### config.mk
export PLATFORM = sky130hd
export DESIGN_NAME = router_fifo
export DESIGN_NICKNAME = d
export VERILOG_FILES = /design/src/rtl/router_pkg.sv /design/src/rtl/router_fifo.sv
export SDC_FILE = /design/constraint.sdc
export NUM_CORES = 1
export LEC_CHECK = 0
export ABC_AREA = 1
export BUFFER_PORTS_ARGS = -buffer_cell sky130_fd_sc_hd__buf_2
export CAP_MARGIN = 20
export CORE_MARGIN = 4
export CORE_UTILIZATION = 30
export DETAILED_ROUTE_END_ITERATION = 10
export RECOVER_POWER = 25
export SLEW_MARGIN = 20
export SYNTH_ARGS = -nofsm -noshare
export SYNTH_HDL_FRONTEND = slang
export SYNTH_SLANG_ARGS = --single-unit
### constraint.sdc
create_clock -name clk -period 2.65 [get_ports clk]
set_input_delay 0.1325 -clock clk [delete_from_list [all_inputs] [get_ports clk]]
set_output_delay 0.1325 -clock clk [all_outputs]
set_load 0.01 [all_outputs]
### src/rtl/router_pkg.sv
// Constants shared by the 1x3 packet router blocks. This covers the byte
// width, the output FIFO geometry and the header field layout.
package router_pkg;

   localparam int DATA_WIDTH      = 8;
   localparam int FIFO_DEPTH      = 16;
   localparam int FIFO_ADDR_WIDTH = 4;

   localparam int HDR_TAG_BIT = DATA_WIDTH;

   localparam int HDR_ADDR_LSB = 0;
   localparam int HDR_ADDR_MSB = 1;
   localparam int HDR_LEN_LSB  = 2;
   localparam int HDR_LEN_MSB  = 7;

   localparam int PARITY_BYTES = 1;
   localparam int PKT_CNT_W    = 7;

   localparam int SYNC_TIMEOUT = 30;

   function automatic logic [PKT_CNT_W-1:0] hdr_remaining(
      input logic [HDR_LEN_MSB-HDR_LEN_LSB:0] len
   );
      return PKT_CNT_W'(len) + PKT_CNT_W'(PARITY_BYTES);
   endfunction

endpackage

### src/rtl/router_fifo.sv
// Per-port output buffer of the packet router. It stores bytes together with
// a header tag and tracks how many bytes of the current packet remain to be read.
module router_fifo
   import router_pkg::*;
#(
   parameter int DATA_WIDTH_P = DATA_WIDTH,
   parameter int DEPTH        = FIFO_DEPTH,
   parameter int ADDR_WIDTH   = FIFO_ADDR_WIDTH
) (
   input  logic                    clk,
   input  logic                    rst,
   input  logic                    soft_reset,
   input  logic                    wr_en,
   input  logic                    lfd_state,
   input  logic [DATA_WIDTH_P-1:0] din,
   input  logic                    rd_en,
   output logic [DATA_WIDTH_P-1:0] dout,
   output logic                    full,
   output logic                    empty,
   output logic                    pkt_active
);

   logic [DATA_WIDTH_P:0]  mem [DEPTH];
   logic [ADDR_WIDTH:0]    wr_ptr;
   logic [ADDR_WIDTH:0]    rd_ptr;
   logic [PKT_CNT_W-1:0]   pkt_count;
   logic [DATA_WIDTH_P:0]  rd_word;
   logic                   flush;
   logic                   do_wr;
   logic                   do_rd;

   assign flush   = rst || soft_reset;
   assign empty   = (wr_ptr == rd_ptr);
   assign full    = (wr_ptr[ADDR_WIDTH] != rd_ptr[ADDR_WIDTH]) &&
                    (wr_ptr[ADDR_WIDTH-1:0] == rd_ptr[ADDR_WIDTH-1:0]);
   assign do_wr   = wr_en && !full;
   assign do_rd   = rd_en && !empty;
   assign rd_word = mem[rd_ptr[ADDR_WIDTH-1:0]];

   assign pkt_active = (pkt_count != '0);

   // Storage is intentionally left unreset; only the pointers define validity.
   always_ff @(posedge clk) begin
      if (!flush && do_wr)
         mem[wr_ptr[ADDR_WIDTH-1:0]] <= {lfd_state, din};
   end

   always_ff @(posedge clk) begin
      if (flush) begin
         wr_ptr    <= '0;
         rd_ptr    <= '0;
         pkt_count <= '0;
         dout      <= '0;
      end else begin
         if (do_wr)
            wr_ptr <= wr_ptr + 1'b1;
         if (do_rd) begin
            rd_ptr <= rd_ptr + 1'b1;
            dout   <= rd_word[DATA_WIDTH_P-1:0];
            // A header reloads the count with the payload length plus parity.
            // An untagged byte read when the count is zero is a stray byte.
            if (rd_word[DATA_WIDTH_P])
               pkt_count <= hdr_remaining(rd_word[HDR_LEN_MSB:HDR_LEN_LSB]);
            else if (pkt_count != '0)
               pkt_count <= pkt_count - 1'b1;
         end
      end
   end

endmodule

Word-level counts from Yosys, hierarchy flattened
Memories as Yosys holds them, arrays and structs flattened. A register that Yosys moved wholly into a read port is not among the register bits.
Cells that the tools add are included.
{"block": "classes", "addsub": 4, "eq_ne": 3, "mux": 6, "reduce_logical": 11}
{"op": "2-to-1 mux 7 bit", "n": 2}
{"op": "adder 5 x 1 -> 5 bit, second input constant", "n": 2}
{"op": "2-to-1 mux 4 bit", "n": 2}
{"op": "adder 6 x 1 -> 7 bit, second input constant", "n": 1}
{"op": "nonzero test 7 bit", "n": 1}
{"op": "subtractor 7 x 1 -> 7 bit, second input constant", "n": 1}
{"op": "equality test 5 bit", "n": 1}
{"op": "equality test 4 bit", "n": 1}
{"op": "logical AND 1 bit", "n": 4}
{"op": "zero test 1 bit", "n": 3}
{"op": "2-to-1 mux 1 bit", "n": 2}
{"op": "AND reduction 2 bit", "n": 1}
{"op": "nonzero test 2 bit", "n": 1}
{"op": "logical OR 1 bit", "n": 1}
{"op": "!= test 1 bit", "n": 1}
{"block": "word_totals", "ff_bits": 25, "mem_bits_rw": 144, "input_bits": 14, "mem_count": 1}
{"memory": "mem", "depth": 16, "width": 9, "rd": 1, "rd_ports_with_merged_regs": 1, "wr": 1, "line": "router_fifo.sv:23", "text": "logic [DATA_WIDTH_P:0] mem [DEPTH];"}

Depth between registers and ports, before layout
{"block": "logic_depth", "depth_word": 7, "mapped_depth": 15}

Worst setup path after synthesis
Ideal clock, no wire load.
{"block": "synth_path", "path_kind": "reg2reg", "start": "reg rd_ptr[0]", "end": "mem mem[11][0] in the netlist's numbering (enable)", "arrival_time_ns": 1.684, "required_ns": 2.263, "path_slack_ns": 0.579, "stages_incl_launch_ff": 9, "path_buffers": 0, "synth_period_minus_slack_ns": 2.071, "path_cell_list": "dfxtp_1 > xor2_1 > nor2_1 > nand2_1 > or2_1 > nand2_2 > inv_1 > nand2_1 > nor3_1"}
{"block": "synth_via", "elab_chain_cells": 7}
{"element": "start, declared", "line": "router_fifo.sv:25", "text": "logic [ADDR_WIDTH:0] rd_ptr;"}
{"element": "start signal, assigned", "line": "router_fifo.sv:58", "text": "rd_ptr <= rd_ptr + 1'b1;"}
{"element": "equality test 4 bit", "line": "router_fifo.sv:35", "text": "(wr_ptr[ADDR_WIDTH-1:0] == rd_ptr[ADDR_WIDTH-1:0]);"}
{"element": "logical AND 1 bit", "line": "router_fifo.sv:34", "text": "assign full = (wr_ptr[ADDR_WIDTH] != rd_ptr[ADDR_WIDTH]) &&"}
{"element": "zero test 1 bit", "line": "router_fifo.sv:36", "text": "assign do_wr = wr_en && !full;"}
{"element": "logical AND 1 bit", "line": "router_fifo.sv:36"}
{"element": "logical AND 1 bit", "line": "router_fifo.sv:44", "text": "if (!flush && do_wr)"}
{"element": "2-to-1 mux 1 bit", "line": "router_fifo.sv:44"}
{"element": "2-to-1 mux 1 bit (not written as such)", "line": "router_fifo.sv:45", "text": "mem[wr_ptr[ADDR_WIDTH-1:0]] <= {lfd_state, din};"}
{"element": "end, declared", "line": "router_fifo.sv:23"}
Every way passes these cells.

==> impl_results.md <==
- Clk buf depth: 2
- Slew headroom: 50.48%
- Most common cell after layout, fill and taps aside: nand2_1
- Part of the cycle the worst path needs: 79.73%
- Dpl ws: 553.6 ps
- Clock Latency Late Sink: 430 ps
- Final Setup Violations: 0
- Final nets: 766
- Synth Area in Adders: 1.339%
- Crit-path max FO: 55
- Hold-fix buffers at CTS: 0
- Root buf cell: clkbuf_16
- Maxcap violations: 0
- Grt ovf: 0
- Syn Nets: 728
- Pwr/cell area: 636.8 nW/um2
- Area Overhead vs Synth: 13.10%
- Die width: 165.9 um
- Crit path largest cell delay: 350 ps
- Reg2Reg Setup Slack: 540 ps
- # fillers: 2468
- Crit path cell chain: inv_6, buf_4, nand2_1, nand3_1, nand3_1, nand3_2, nand2_4, nand2_2, nand2_4, a21oi_1, nand2_1, nor2_1, nor2_1
- Iteration count of the initial detailed-routing pass: 5
- Crit start category: flop
- DR WL/cell: 16.11 um
- # rows: 57
- Total CTS buffers: 17
- Worst path slowest cell: dfxtp_2
- Largest family of logic cells by synthesized area: simple AND/OR/NAND/NOR gates
- GPL Wtd Cong: 0.7881
- Die height: 165.9 um
- Clock period minus worst slack: 2113 ps
- Synth Instances: 706
- Unique masters post-synth: 35
- Area of the core: 24390 um2
- Ys Warns: 0
- Seq/Total Area, Yosys: 65.60%
- Multi-input logic area: 2093 um2
- Diode count: 0
- Commonest cells after routing, fill and taps aside: nand2_1, edfxtp_1, nand3_1
- Hold Path Class: in2reg
- Final TNS setup: 0 ps
- Worst slew pin tran: 742.9 ps
- First-pass GRT wire length: 27460 um
- Outcome: complete, no violations
- Syn Area/Cell: 10.59 um2
- WL final: 17400 um
- DRC Markers: 0
- Fmax achieved: 473.3 MHz
- Fin. Hold Viols: 0
- Clk sink count: 173
- Max rail drop VDD: 388.4 uV
- Total track usage: 12.85%
- CTS clock-pin slew for the worst setup and hold paths: 60 ps
- Vias per inst: 4.688
- # Post-CTS Setup Buffers: 0
- Die area: 27510 um2
- DP HPWL: 10910 um
- Post-cts resize count: 0
- Synth Register Bits: 173
- Kind of critical path: reg2reg
- Mapped cell area: 7477 um2
- CTS tree: done
- Worst-case clock skew: 13.08 ps
- Max Transition Viols Final: 0
- Number of global-route vias before repair: 4864
- DR iter-0 viols: 477
- Starting density of the core: 30.66%
- Top-Level Pins: 25
- Initial antenna violation count: 0
- CP Capture Type: flop
- Via count: 5063
- Share of cells above drive strength 1: 11.51%
- Critical Path RT: 2970 ps
- Xor/xnor share of the synthesized area: 0.9371%
- # H-tree levels: 4
- Buffers on Ports: 24
- Worst setup margin: 537.1 ps
- CP arrival: 2430 ps
- Remaining antenna violation count: 0
- Synth Area in Simple Gates: 18.76%
- RSZ-0062 raised after global routing: no
- LEAKAGE: 3.209 nW
- Reg area: 4906 um2
- Post-synthesis mux area share: 0%
- Largest net degree at the start of global routing: 77
- Compound-cell area share of the yosys netlist: 6.961%
[registers in the layout (all words and copies together) (netlist names), named ones only]
name	count
pkt_count	7
mem	144
rd_ptr	5
wr_ptr	5
dout	8
[final cells by class]
class,count,share of cell area (%)
clock buffer,21,5.208
clock inverter,10,0.6066
inverter,63,2.855
multi-input combinational,439,24.75
sequential,173,58.01
tap,324,4.794
timing repair buffer,50,3.773
[final timing paths]
| kind | cells after the start | start | endpoint |
|---|---|---|---|
| max reg2reg | 13 | flop | pkt_count[5]$_SDFFE_PP0P_ |
| min | 3 | wr_en | wr_ptr[0]$_SDFFE_PP0P_ |
| max | 13 | flop | pkt_count[5]$_SDFFE_PP0P_ |
| min reg2reg | 2 | wr_ptr[4]$_SDFFE_PP0P_ | wr_ptr[4]$_SDFFE_PP0P_ |
[cell families (layout without fill, tap and decap cells)]
logic type | count (synthesis) | in the layout
adders and majority gates | 8 | 8
DFF | 173 | 173
AOI/OAI and AO/OA | 93 | 93
xor gates and xnor gates | 8 | 8
and+or+nand+nor | 330 | 330
buffers and inverters | 94 | 144
[per-stage QoR]
stage	cell area, um2	util, %	hold slack, ps	total power (W)	std cells
floorplan	7477	-	231.4	0.003230	706
global placement	7974	32.69	464.2	0.003329	1049
CTS	8466	34.71	53.53	0.005436	1080
global route	8457	34.67	66.62	0.005589	1080
finish	8457	34.67	62.71	0.005385	1080
detailed placement	7974	32.69	475.1	0.003333	1049
[Yosys cell counts (all sizes together)]
library cell    n  area share [%]
nand4           1           0.084
o211ai          5            0.57
a31oi           5            0.42
xnor2           1            0.12
o22ai           2            0.17
o221ai          6            0.70
nor3b           2            0.20
clkbuf          4            0.20
clkinv          2            0.10
nor3            6            0.40
nor2           67             3.5
buf            27             3.0
dfxtp          29             7.8
xor2            7            0.82
nand3          77             5.3
inv            61             3.1
o21ai          51             3.4
o21a            1            0.10
a21oi          23             1.6
or2             1           0.084
edfxtp        144              58
nand2         176             9.2
ha              8             1.3
[where the power goes]
part | internal, W | switching (W)
Clock | 0.00117 | 0.000943
Combinational | 0.0000864 | 0.000213
Sequential | 0.00296 | 0.0000115
[per-layer routing]
layer  GRT usage [%]  part of all wire (%)  up-vias
met1           16.88                    45     2434
met5               0                     0        -
met3           2.737                   5.1       25
met4           4.053                   1.9        0
li1                -                     -     2478
met2           21.34                    48      126
[critical path: cells and delay by family (launching register included)]
kind / cells / cell delay, ps
AOI/OAI and AO/OA: 1 / 150
DFF: 1 / 350
and+or+nand+nor: 10 / 900
buffers and inverters: 2 / 610
Power figures use the tool's default switching activity.
